===== config.mk =====
export PLATFORM = sky130hd
export DESIGN_NAME = mul_share_scheduler_flat
export DESIGN_NICKNAME = d
export VERILOG_FILES = /design/src/rtl/mul_share_scheduler_if.sv /design/src/rtl/mul_share_scheduler.sv /design/src/flat_wrapper.sv
export SDC_FILE = /design/constraint.sdc
export NUM_CORES = 1
export LEC_CHECK = 0
export BUFFER_PORTS_ARGS = -buffer_cell sky130_fd_sc_hd__clkbuf_2
export CAP_MARGIN = 20
export CORE_AREA = 5 5 153 155
export DETAILED_ROUTE_END_ITERATION = 16
export DIE_AREA = 0 0 158 160
export PLACE_DENSITY = 0.69
export SYNTH_ARGS = -nofsm -noshare
export SYNTH_HDL_FRONTEND = slang
export SYNTH_SLANG_ARGS = --single-unit

===== constraint.sdc =====
create_clock -name clk -period 3.6 [get_ports clk]
set_input_delay 0.54 -clock clk [delete_from_list [all_inputs] [get_ports clk]]
set_output_delay 0.54 -clock clk [all_outputs]
set_load 0.02 [all_outputs]

===== src/rtl/mul_share_scheduler_if.sv =====
// Request/result bundle between the ALU issue slots, the shared-multiplier
// scheduler and the single multiplier instance.
interface mul_share_scheduler_if #(
  parameter int N    = 32,
  parameter int NREQ = 4,
  parameter int IDW  = $clog2(NREQ)
);
  logic [NREQ-1:0]   req_valid;
  logic [NREQ*N-1:0] req_a;
  logic [NREQ*N-1:0] req_b;
  logic [NREQ-1:0]   req_ready;
  logic [N-1:0]      mul_a;
  logic [N-1:0]      mul_b;
  logic [N-1:0]      mul_z;
  logic              res_valid;
  logic              res_ready;
  logic [N-1:0]      res_z;
  logic [IDW-1:0]    res_id;
  logic              busy;

  // Scheduler side
  modport slave (
    input  req_valid, req_a, req_b, mul_z, res_ready,
    output req_ready, mul_a, mul_b, res_valid, res_z, res_id, busy
  );

  // Requesters, result consumer and multiplier side
  modport master (
    output req_valid, req_a, req_b, mul_z, res_ready,
    input  req_ready, mul_a, mul_b, res_valid, res_z, res_id, busy
  );
endinterface


===== src/rtl/mul_share_scheduler.sv =====
// Round-robin time-sharing of one combinational N-bit multiplier between
// NREQ requesters. Operands are registered and the product is sampled
// MUL_WAIT cycles later, so the multiplier is a multicycle path.
module mul_share_scheduler #(
  parameter int N        = 32,
  parameter int NREQ     = 4,
  parameter int MUL_WAIT = 3,
  parameter int IDW      = $clog2(NREQ)
) (
  input logic clk,
  input logic reset,
  mul_share_scheduler_if.slave bus
);

  localparam int CW = (MUL_WAIT > 1) ? $clog2(MUL_WAIT) : 1;

  typedef enum logic [1:0] {IDLE, WAIT, DONE} state_t;

  state_t                   state;
  logic [CW-1:0]            cnt;
  logic [IDW-1:0]           last_grant;
  logic [N-1:0]             mul_a, mul_b, res_z;
  logic [IDW-1:0]           res_id;
  logic                     res_valid;
  logic                     gnt_found;
  logic [IDW-1:0]           gnt_idx;
  logic [NREQ-1:0][N-1:0]   a_vec, b_vec;

  assign a_vec = bus.req_a;
  assign b_vec = bus.req_b;

  // Round-robin search starting just after the last granted requester
  always_comb begin
    int idx;
    idx       = 0;
    gnt_found = 1'b0;
    gnt_idx   = '0;
    for (int i = 1; i <= NREQ; i++) begin
      idx = (int'(last_grant) + i) % NREQ;
      if (!gnt_found && bus.req_valid[IDW'(idx)]) begin
        gnt_found = 1'b1;
        gnt_idx   = IDW'(idx);
      end
    end
  end

  // One-hot accept strobe, only while idle
  always_comb begin
    bus.req_ready = '0;
    if (state == IDLE && gnt_found) bus.req_ready[gnt_idx] = 1'b1;
  end

  // Scheduler FSM: grant, let the multiplier settle, hold result until taken
  always_ff @(posedge clk or posedge reset) begin
    if (reset) begin
      state      <= IDLE;
      cnt        <= '0;
      last_grant <= IDW'(NREQ - 1);
      mul_a      <= '0;
      mul_b      <= '0;
      res_z      <= '0;
      res_id     <= '0;
      res_valid  <= 1'b0;
    end else begin
      case (state)
        IDLE: begin
          if (gnt_found) begin
            mul_a      <= a_vec[gnt_idx];
            mul_b      <= b_vec[gnt_idx];
            res_id     <= gnt_idx;
            last_grant <= gnt_idx;
            cnt        <= CW'(MUL_WAIT - 1);
            state      <= WAIT;
          end
        end
        WAIT: begin
          if (cnt == '0) begin
            res_z     <= bus.mul_z;
            res_valid <= 1'b1;
            state     <= DONE;
          end else begin
            cnt <= cnt - 1'b1;
          end
        end
        DONE: begin
          if (bus.res_ready) begin
            res_valid <= 1'b0;
            state     <= IDLE;
          end
        end
        default: state <= IDLE;
      endcase
    end
  end

  assign bus.mul_a     = mul_a;
  assign bus.mul_b     = mul_b;
  assign bus.res_z     = res_z;
  assign bus.res_id    = res_id;
  assign bus.res_valid = res_valid;
  assign bus.busy      = (state != IDLE);

endmodule


===== src/flat_wrapper.sv =====
// flat-port wrapper written by rule: the top's interface ports become plain ports
module mul_share_scheduler_flat 
#(
  parameter int N        = 32,
  parameter int NREQ     = 4,
  parameter int MUL_WAIT = 3,
  parameter int IDW      = $clog2(NREQ)
)
  (clk, reset, bus_req_valid, bus_req_a, bus_req_b, bus_mul_z, bus_res_ready, bus_req_ready, bus_mul_a, bus_mul_b, bus_res_valid, bus_res_z, bus_res_id, bus_busy);
  mul_share_scheduler_if #(.N(N), .NREQ(NREQ), .IDW(IDW)) bus_i ();
  input logic clk;
  input logic reset;
  input wire logic [$bits(bus_i.req_valid)-1:0] bus_req_valid;
  input wire logic [$bits(bus_i.req_a)-1:0] bus_req_a;
  input wire logic [$bits(bus_i.req_b)-1:0] bus_req_b;
  input wire logic [$bits(bus_i.mul_z)-1:0] bus_mul_z;
  input wire logic [$bits(bus_i.res_ready)-1:0] bus_res_ready;
  output wire logic [$bits(bus_i.req_ready)-1:0] bus_req_ready;
  output wire logic [$bits(bus_i.mul_a)-1:0] bus_mul_a;
  output wire logic [$bits(bus_i.mul_b)-1:0] bus_mul_b;
  output wire logic [$bits(bus_i.res_valid)-1:0] bus_res_valid;
  output wire logic [$bits(bus_i.res_z)-1:0] bus_res_z;
  output wire logic [$bits(bus_i.res_id)-1:0] bus_res_id;
  output wire logic [$bits(bus_i.busy)-1:0] bus_busy;
  assign bus_i.req_valid = bus_req_valid;
  assign bus_i.req_a = bus_req_a;
  assign bus_i.req_b = bus_req_b;
  assign bus_i.mul_z = bus_mul_z;
  assign bus_i.res_ready = bus_res_ready;
  assign bus_req_ready = bus_i.req_ready;
  assign bus_mul_a = bus_i.mul_a;
  assign bus_mul_b = bus_i.mul_b;
  assign bus_res_valid = bus_i.res_valid;
  assign bus_res_z = bus_i.res_z;
  assign bus_res_id = bus_i.res_id;
  assign bus_busy = bus_i.busy;
  mul_share_scheduler #(.N(N), .NREQ(NREQ), .MUL_WAIT(MUL_WAIT), .IDW(IDW)) u_core (.clk(clk), .reset(reset), .bus(bus_i));
endmodule

# Yosys cells after proc, flatten, opt, wreduce, memory -nomap -nowiden
# Index checks and enable logic that the tools add are counted.
[word_totals]
ff_bits = 105
latch_bits = 0
mem_bits_rw = 0
mem_bits_ro = 0
inputBits = 295
n_memories = 0
[classes]
n_addsub = 5
mul = 0
n_div = 0
n_lt_le_gt_ge = 6
n_eq_ne = 6
shifts = 0
mux = 37
bitwise_logic = 0
n_reduce_logical = 18
[ops]
columns = ["op", "n"]
rows = [
  ["binary-select mux 32 bit (select 2 bit)", 2],
  ["2-to-1 mux 32 bit", 2],
  ["2-to-1 mux 2 bit", 9],
  ["less-than comparator 2 x 4 -> 1 bit (second input constant)", 4],
  ["2-to-1 mux 1 bit", 15],
  ["AND reduction 3 bit", 3],
  ["binary-select mux 1 bit (select 2 bit)", 4],
  ["one-hot mux 2 bit (3 select lines)", 1],
  ["nonzero test 2 bit", 3],
  ["logical AND 1 bit", 5],
  ["adder 2 x 1 -> 2 bit (second input constant)", 2],
  ["adder 2 bit (second input constant)", 2],
  ["zero test 2 bit", 2],
  ["2-to-1 mux 4 bit", 1],
  ["inequality test 2 x 1 -> 1 bit (second input constant)", 2],
  ["inequality test 2 bit (second input constant)", 2],
  ["one-hot mux 2 bit (2 select lines)", 1],
  ["AND reduction 2 bit", 2],
  ["zero test 1 bit", 3],
  ["less-than comparator 2 x 3 -> 1 bit (second input constant)", 1],
  ["demux 1 bit (select 2 bit)", 1],
  ["== test 2 x 1 -> 1 bit (second input constant)", 1],
  ["== test 2 bit (second input constant)", 1],
  ["greater-or-equal comparator 2 x 1 -> 1 bit (second input constant)", 1],
  ["2 further kinds", 2],
]

# Depth between registers and ports, before layout
# Gate-level depths: netlist (run 1).
[depth]
depth_word = 19
depth_mapped = 8
ltp_nobuf = 5

# Least setup slack after synthesis (run 1)
# Ideal clock, no wire load.
[synth_path]
path_kind = "input to output"
startpoint = "in bus_req_valid[1]"
endpoint = "out bus_req_ready[3]"
arrival_time_ns = 2.099
slack_ns = 0.961
stages = 6
n_path_buf = 2
cell_sequence = "buf_2 or2_1 a22o_1 a221o_1 clkbuf_1 nor3_1"
[synth_between]
elab_chain_cells = 18
elab_cells_between_ends = 33
classes_between = "order compare (2); mux (23); reduce/logical (8)"
[synth_lines]
columns = ["item", "line", "text"]
rows = [
  ["from (decl)", "flat_wrapper.sv:13", "input wire logic [$bits(bus_i.req_valid)-1:0] bus_req_valid;"],
  ["binary-select mux 1 bit (select 2 bit)", "mul_share_scheduler.sv:40", "if (!gnt_found && bus.req_valid[IDW'(idx)]) begin"],
  ["2-to-1 mux 1 bit (implied by the code) (2 in a row)", "mul_share_scheduler.sv:40", ""],
  ["2-to-1 mux 1 bit", "mul_share_scheduler.sv:40", ""],
  ["zero test 1 bit", "mul_share_scheduler.sv:40", ""],
  ["logical AND 1 bit", "mul_share_scheduler.sv:40", ""],
  ["2-to-1 mux 1 bit", "mul_share_scheduler.sv:40", ""],
  ["zero test 1 bit", "mul_share_scheduler.sv:40", ""],
  ["logical AND 1 bit", "mul_share_scheduler.sv:40", ""],
  ["2-to-1 mux 1 bit", "mul_share_scheduler.sv:40", ""],
  ["zero test 1 bit", "mul_share_scheduler.sv:40", ""],
  ["logical AND 1 bit", "mul_share_scheduler.sv:40", ""],
  ["2-to-1 mux 2 bit", "mul_share_scheduler.sv:40", ""],
  ["less-than comparator 2 x 3 -> 1 bit (implied by the code) or greater-or-equal comparator 2 x 1 -> 1 bit (tied branches)", "mul_share_scheduler.sv:50", "if (state == IDLE && gnt_found) bus.req_ready[gnt_idx] = 1'b1;"],
  ["logical AND 1 bit (implied by the code)", "mul_share_scheduler.sv:50", ""],
  ["2-to-1 mux 1 bit (implied by the code)", "mul_share_scheduler.sv:50", ""],
  ["demux 1 bit (select 2 bit)", "n/a", ""],
  ["2-to-1 mux 4 bit *", "mul_share_scheduler.sv:50", ""],
  ["to (decl)", "flat_wrapper.sv:18", "output wire logic [$bits(bus_i.req_ready)-1:0] bus_req_ready;"],
]
# Every way passes the cells marked *; elsewhere a longest branch is shown, timed or not. The select of a mux whose other input is x is not followed.

# Worst setup path in the final report (run 1)
[layout_path]
startpoint = "reg u_core.state[0]"
endpoint = "reg u_core.mul_a[20], in the netlist u_core.bus.mul_a[20]"
[layout_between]
elab_chain_cells = 2
[layout_lines]
columns = ["item", "line", "text"]
rows = [
  ["from (decl)", "mul_share_scheduler.sv:19", "state_t state;"],
  ["from (signal assigned)", "mul_share_scheduler.sv:56", "state <= IDLE;"],
  ["from (signal assigned)", "mul_share_scheduler.sv:73", "state <= WAIT;"],
  ["from (signal assigned)", "mul_share_scheduler.sv:80", "state <= DONE;"],
  ["zero test 2 bit", "mul_share_scheduler.sv:65", "case (state)"],
  ["AND reduction 2 bit (no line)", "n/a", ""],
  ["to (signal assigned)", "mul_share_scheduler.sv:68", "mul_a <= a_vec[gnt_idx];"],
  ["to (decl)", "mul_share_scheduler.sv:22", "logic [N-1:0] mul_a, mul_b, res_z;"],
]
# Every way passes these cells.
# A chain may end at the register's enable or synchronous reset.

==> flow_summary.toml, run 1 <==
[drt]
antenna_left = 0
viasPerCell = 5.10
wirelength_um = 25900
drc = 0
vias = 6743
drtIter0Drc = 435
drtPass1Iterations = 5
routedWlPerCell_um = 19.6

[timing]
setup_ws_ns = 0.851
slew_viol_final = 0
slew_headroom = 0.358
setup_viol = 0
tightest_slew_ns = 0.961
rsz0062_at_grt = "no"
fin_worst_skew_ns = 0.0116
hold_viol = 0
fmax_mhz = 364
finalCritPeriodShare = 0.764
fin_crit_ns = 2.75
tns_ns = 0

[clock_network]
clockRootBuffer = "clkbuf_16"
cts_inserted_buffers = 9
clkLatencyLatePin_ns = 0.35
cts_tree = "yes"
clock-sinks = 105
ctsLongestPathBuffers = 2
clk_pin_slew_worst_paths_ns = 0.08
hold_buffers = 0
htree_levels = 3
cts.repair.resized = 0
postCtsSetupBuffers = 0

[logic_synthesis]
synthTopCellsByCount = "dfrtp_1, nor2_1, o21ai_0, o22ai_1, mux2i_1"
synth_area_leaders = "dfrtp_1, mux2i_1, o21ai_0"
synth_xor_xnor_area_share = 0
synthArstFlopShare = 1.00
synth_edf_count = 0
synth-compound-area-share = 0.263
synth_mux_area_frac = 0.161
synth_area_mm2 = 0.00634
synthAdderAreaFrac = 0.00197
ys_ff_latch = 105
yosysWarningCount = 0
yosysTopAreaCell = "dfrtp_1"
synth_simple_gate_area_frac = 0.0798
ys_seq_area_frac = 0.415
yosysTopAreaCellShare = 0.407
syn_area_per_cell_um2 = 9.40
yosysUniqueCellTypes = 39
synth_top_family_by_area = "compound AO/OA/AOI/OAI gates"
synth_cells = 674
synthFlopType = "dfrtp_1"
syn-num-nets = 970

[setup_path]
crit_required_ns = 3.82
critPathKind = "reg2reg"
end_kind = "flip-flop"
crit_fanout = 94
critPathArrivalTime_ns = 2.96
r2r_setup_slack_ns = 0.85
critPathLaunchType = "flip-flop"

[layout]
layout-drive-gt1-share = 0.457
area_growth_pct = 38.6
fillers = 2177
n_antenna_cell = 0
layout.nets = 1332
regArea_mm2 = 0.00263
layoutNonFillerInstCount = 1321
multi_input_area_mm2 = 0.00325

[placement]
portBuffers = 398
dp_hpwl_um = 19700
dp_cells = 1305
place_ws_ns = 0.709
gp_congestion = 0.896

[outcome]
status = "completed"

[floorplan]
io_pins = 399
die_h_um = 160
core-area_mm2 = 0.0217
rows = 54
initial_core_util = 0.292
dieWidth_um = 158
fp.dieArea_mm2 = 0.0253

[global_routing]
antenna_found_initial = 0
grt_overflow_total = 0
grt_usage = 0.196
grt_pass1_wl_um = 38700
grt_max_degree = 95
grt_pass1_vias = 6772

[power_and_ir_drop]
peakVddDrop_mv = 0.418
leakage_nw = 4.71
power_density_mw_per_mm2 = 851
p_total_mw = 7.47

[run]
cap_violations = 0

[hold_path]
hp-class = "in2async"
[layout by cell type, fill, tap and decap left out, types with 29 or more instances in the layout]
master    count
a221oi_1     35
o211a_1      29
mux2i_1      65
mux2_2       33
nor2_1      103
dfrtp_1     103
inv_1        35
clkbuf_2    398
o22ai_1      66
o21ai_0      88
[per-layer routing]
metal  global-route usage  vias to the layer above  share of wire
met3               0.0482                       22          0.086
met5                    0                        -              0
li1                     -                     3211              -
met1                0.254                     3195           0.41
met4               0.0508                        0          0.016
met2                0.325                      315           0.49
[power breakdown]
group          internal [mW]  switching (mW)  leakage, nW
combinational           1.62            2.60         3.40
sequential              1.76           0.435         1.15
clock                  0.555           0.499        0.154
[logic make-up after synthesis]
group	after synthesis
mux	98
compound gates	248
buf+inv	98
flops	105
fa+ha+maj	1
simple gates	124
[through the flow]
| step | area, µm² | hold WS [ns] | util |
|---|---|---|---|
| detailed placement | 8470 | 0.493 | 0.391 |
| CTS | 8780 | 0.306 | 0.405 |
| finish | 8780 | 0.301 | 0.405 |
| global route | 8780 | 0.327 | 0.405 |
| global placement | 8470 | 0.487 | 0.391 |
| floorplan | 6340 | 0.473 | - |
[state kept, by name, summed over array words and instances, names as in the netlist]
name / flops
u_core.bus.mul_a: 32
u_core.bus.mul_b: 32
u_core.bus.res_z: 32
u_core.bus.res_id: 2
u_core.cnt: 2
u_core.last_grant: 2
u_core.state: 2
u_core.bus.res_valid: 1
[critical path, stage by stage, from the launching register on]
cell	delay, ns
dfrtp_1	0.45
nor2_1	0.25
and2_4	0.65
buf_4	0.74
o21ai_0	0.21
nor2_1	0.14
o22ai_1	0.09
[worst paths after layout]
check / startpoint / cells past startpoint / to
max: u_core.state[0]$_DFFE_PP0P_ / 6 / u_core.bus.mul_a[20]$_DFFE_PP0P_
min: reset / 2 / u_core.bus.mul_a[4]$_DFFE_PP0P_
max reg2reg: u_core.state[0]$_DFFE_PP0P_ / 6 / u_core.bus.mul_a[20]$_DFFE_PP0P_
min reg2reg: u_core.bus.res_z[4]$_DFFE_PP0P_ / 1 / u_core.bus.res_z[4]$_DFFE_PP0P_
max in group asynchronous: reset / 3 / u_core.last_grant[1]$_DFFE_PP1P_
min in group clk: bus_res_ready / 2 / u_core.state[1]$_DFFE_PP0P_
[cell type report]
cell class,instances,share of cell area
flip-flops and latches,105,0.300
multi-input cells,471,0.370
repair buffers,413,0.240
clock inverters,7,0.00955
inverters,36,0.0157
well taps,280,0.0399
clock buffers,9,0.0256
(Power assumes the default switching activity.)
==> run 2, diff against run 1 <==
--- a/config.mk
+++ b/config.mk
@@ -7,10 +7,10 @@
 export LEC_CHECK = 0
 export BUFFER_PORTS_ARGS = -buffer_cell sky130_fd_sc_hd__clkbuf_2
 export CAP_MARGIN = 20
-export CORE_AREA = 5 5 153 155
+export CORE_AREA = 5 5 150 152
 export DETAILED_ROUTE_END_ITERATION = 16
-export DIE_AREA = 0 0 158 160
-export PLACE_DENSITY = 0.69
+export DIE_AREA = 0 0 155 157
+export PLACE_DENSITY = 0.74
 export SYNTH_ARGS = -nofsm -noshare
 export SYNTH_HDL_FRONTEND = slang
 export SYNTH_SLANG_ARGS = --single-unit
==> constraint.sdc (replaced) <==
create_clock -name clk -period 2.3 [get_ports clk]
set_input_delay 0.345 -clock clk [delete_from_list [all_inputs] [get_ports clk]]
set_output_delay 0.345 -clock clk [all_outputs]
set_load 0.02 [all_outputs]
==> flow_summary.toml, run 2 (same netlist as run 1, synthesis figures left out) <==
[power_and_ir_drop]
seq_power_share = 0.283
sw_frac_of_total = 0.471
p_comb_frac = 0.585
switching_power_mw = 5.67
leakage_nw = 4.83
power_density_mw_per_mm2 = 1330
power.internal_mw = 6.37
peakVddDrop_mv = 0.698
power.share.clock = 0.131

[setup_path]
end_kind = "primary output"
critPathArrivalTime_ns = 1.96
crit_required_ns = 1.96
critPathKind = "reg2out"
critPathLaunchType = "flip-flop"
crit_fanout = 5

[floorplan]
die_h_um = 157
core-area_mm2 = 0.0209
initial_core_util = 0.303
fp.dieArea_mm2 = 0.0243
dieWidth_um = 155
rows = 53
io_pins = 399

[placement]
portBuffers = 398
place_ws_ns = 0.150
dp_hpwl_um = 19400
dp_cells = 1308
gp_congestion = 0.864

[layout]
layout-drive-gt1-share = 0.472
layoutNonFillerInstCount = 1333
n_antenna_cell = 0
layout.nets = 1349
fillers = 2081
area_growth_pct = 42.7
multi_input_area_mm2 = 0.00328
mostFrequentLayoutCell = "clkbuf_2"
largestRegisters = "u_core.bus.mul_a x32, u_core.bus.mul_b x32, u_core.bus.res_z x32"
regArea_mm2 = 0.00263
layout_common_cells = "clkbuf_2, dfrtp_1, nor2_1"

[timing]
fin_worst_skew_ns = 0.00785
fmax_mhz = 434
setup_ws_ns = -0.00337
slew_headroom = 0.388
finalCritPeriodShare = 1.00
rsz0062_at_grt = "yes"
hold_viol = 0
slew_viol_final = 0
fin_crit_ns = 2.30
setup_viol = 1
tns_ns = -0.00337
tightest_slew_ns = 0.916

[clock_network]
ctsLongestPathBuffers = 2
cts_inserted_buffers = 9
htree_levels = 3
cts_tree = "yes"
clockRootBuffer = "clkbuf_16"
clkLatencyLatePin_ns = 0.36
clk_pin_slew_worst_paths_ns = 0.08
clock-sinks = 105

[global_routing]
grt_pass1_vias = 6689
grt_pass1_wl_um = 37200
grt_overflow_total = 0
antenna_found_initial = 0
grt_max_degree = 89
grt_usage = 0.195

[drt]
drtIter0Drc = 466
routedWlPerCell_um = 18.9
drtPass1Iterations = 5
drc = 0
met1_length_um = 10400
viasPerCell = 5.18
wl_met3_um = 2280
wirelength_um = 25200
antenna_left = 0
routed.top_layer = "met4"
vias = 6911
wl_met2_um = 12000

[outcome]
violations = "setup timing"
status = "finished with violations"

[hold_path]
hp-class = "in2reg"

[run]
cap_violations = 0
run 2: stage by stage:
stage | hold slack (ns) | area [µm²] | total power [mW] | util
2_1_floorplan | 0.452 | 6340 | 8.03 | -
3_3_place_gp | 0.310 | 8630 | 10.2 | 0.413
3_5_place_dp | 0.315 | 8630 | 10.3 | 0.413
4_1_cts | 0.195 | 8950 | 12.0 | 0.429
5_1_grt | 0.190 | 9040 | 12.9 | 0.433
6_report | 0.207 | 9040 | 12.0 | 0.433
run 2: power groups by stage:
stage | registers [mW] | logic (mW) | clock network [mW]
final | 3.41 | 7.05 | 1.58
after global routing | 3.52 | 7.63 | 1.72
after CTS | 3.41 | 6.93 | 1.65
after detailed placement | 3.45 | 6.88 | 0
after global placement | 3.40 | 6.76 | 0
after floorplan | 4.27 | 3.76 | 0
run 2: path summary, 6_finish.rpt:
path	from	end	slack [ns]	depth (start not counted)
worst max-delay path	u_core.last_grant[1]$_DFFE_PP1P_	bus_req_ready[2]	-0.003	5
worst min-delay path	bus_res_ready	u_core.state[1]$_DFFE_PP0P_	0.21	2
worst max register to register	u_core.last_grant[1]$_DFFE_PP1P_	u_core.bus.mul_a[11]$_DFFE_PP0P_	0.04	7
worst min register to register	u_core.bus.res_id[1]$_DFFE_PP0P_	u_core.bus.res_id[1]$_DFFE_PP0P_	0.50	2
max in group asynchronous	reset	u_core.bus.mul_b[13]$_DFFE_PP0P_	1.22	4
min in group asynchronous	reset	u_core.bus.mul_a[14]$_DFFE_PP0P_	0.48	3
run 2: worst max-delay path, cell delays in order, from the launching register on:
cell and delay (ns):
dfstp_2 0.61, mux2i_2 0.28, o22ai_2 0.14, nor2_4 0.23, and3_1 0.20, buf_4 0.14
run 2: repair_timing:
action | CTS | global route
pin swaps | 1 | 3
hold buffers | 1 | 0
hold endpoints to repair | 9 | 0
buffers inserted | 1 | 7
gates cloned | 0 | 0
endpoints found under the setup margin | 3 | 7
gates resized for setup | 4 | 9
run 2: metal layers:
layer,up-vias,global-route usage
li1,3241,-
met1,3281,0.254
met2,353,0.315
met3,36,0.0522
met4,0,0.0690
met5,-,0
run 2: area by class of cell:
cell class,instances,share of cell area
multi-input cells,471,0.363
flip-flops and latches,105,0.291
repair buffers,430,0.260
well taps,275,0.0380
clock buffers,9,0.0249
inverters,36,0.0154
clock inverters,7,0.00761
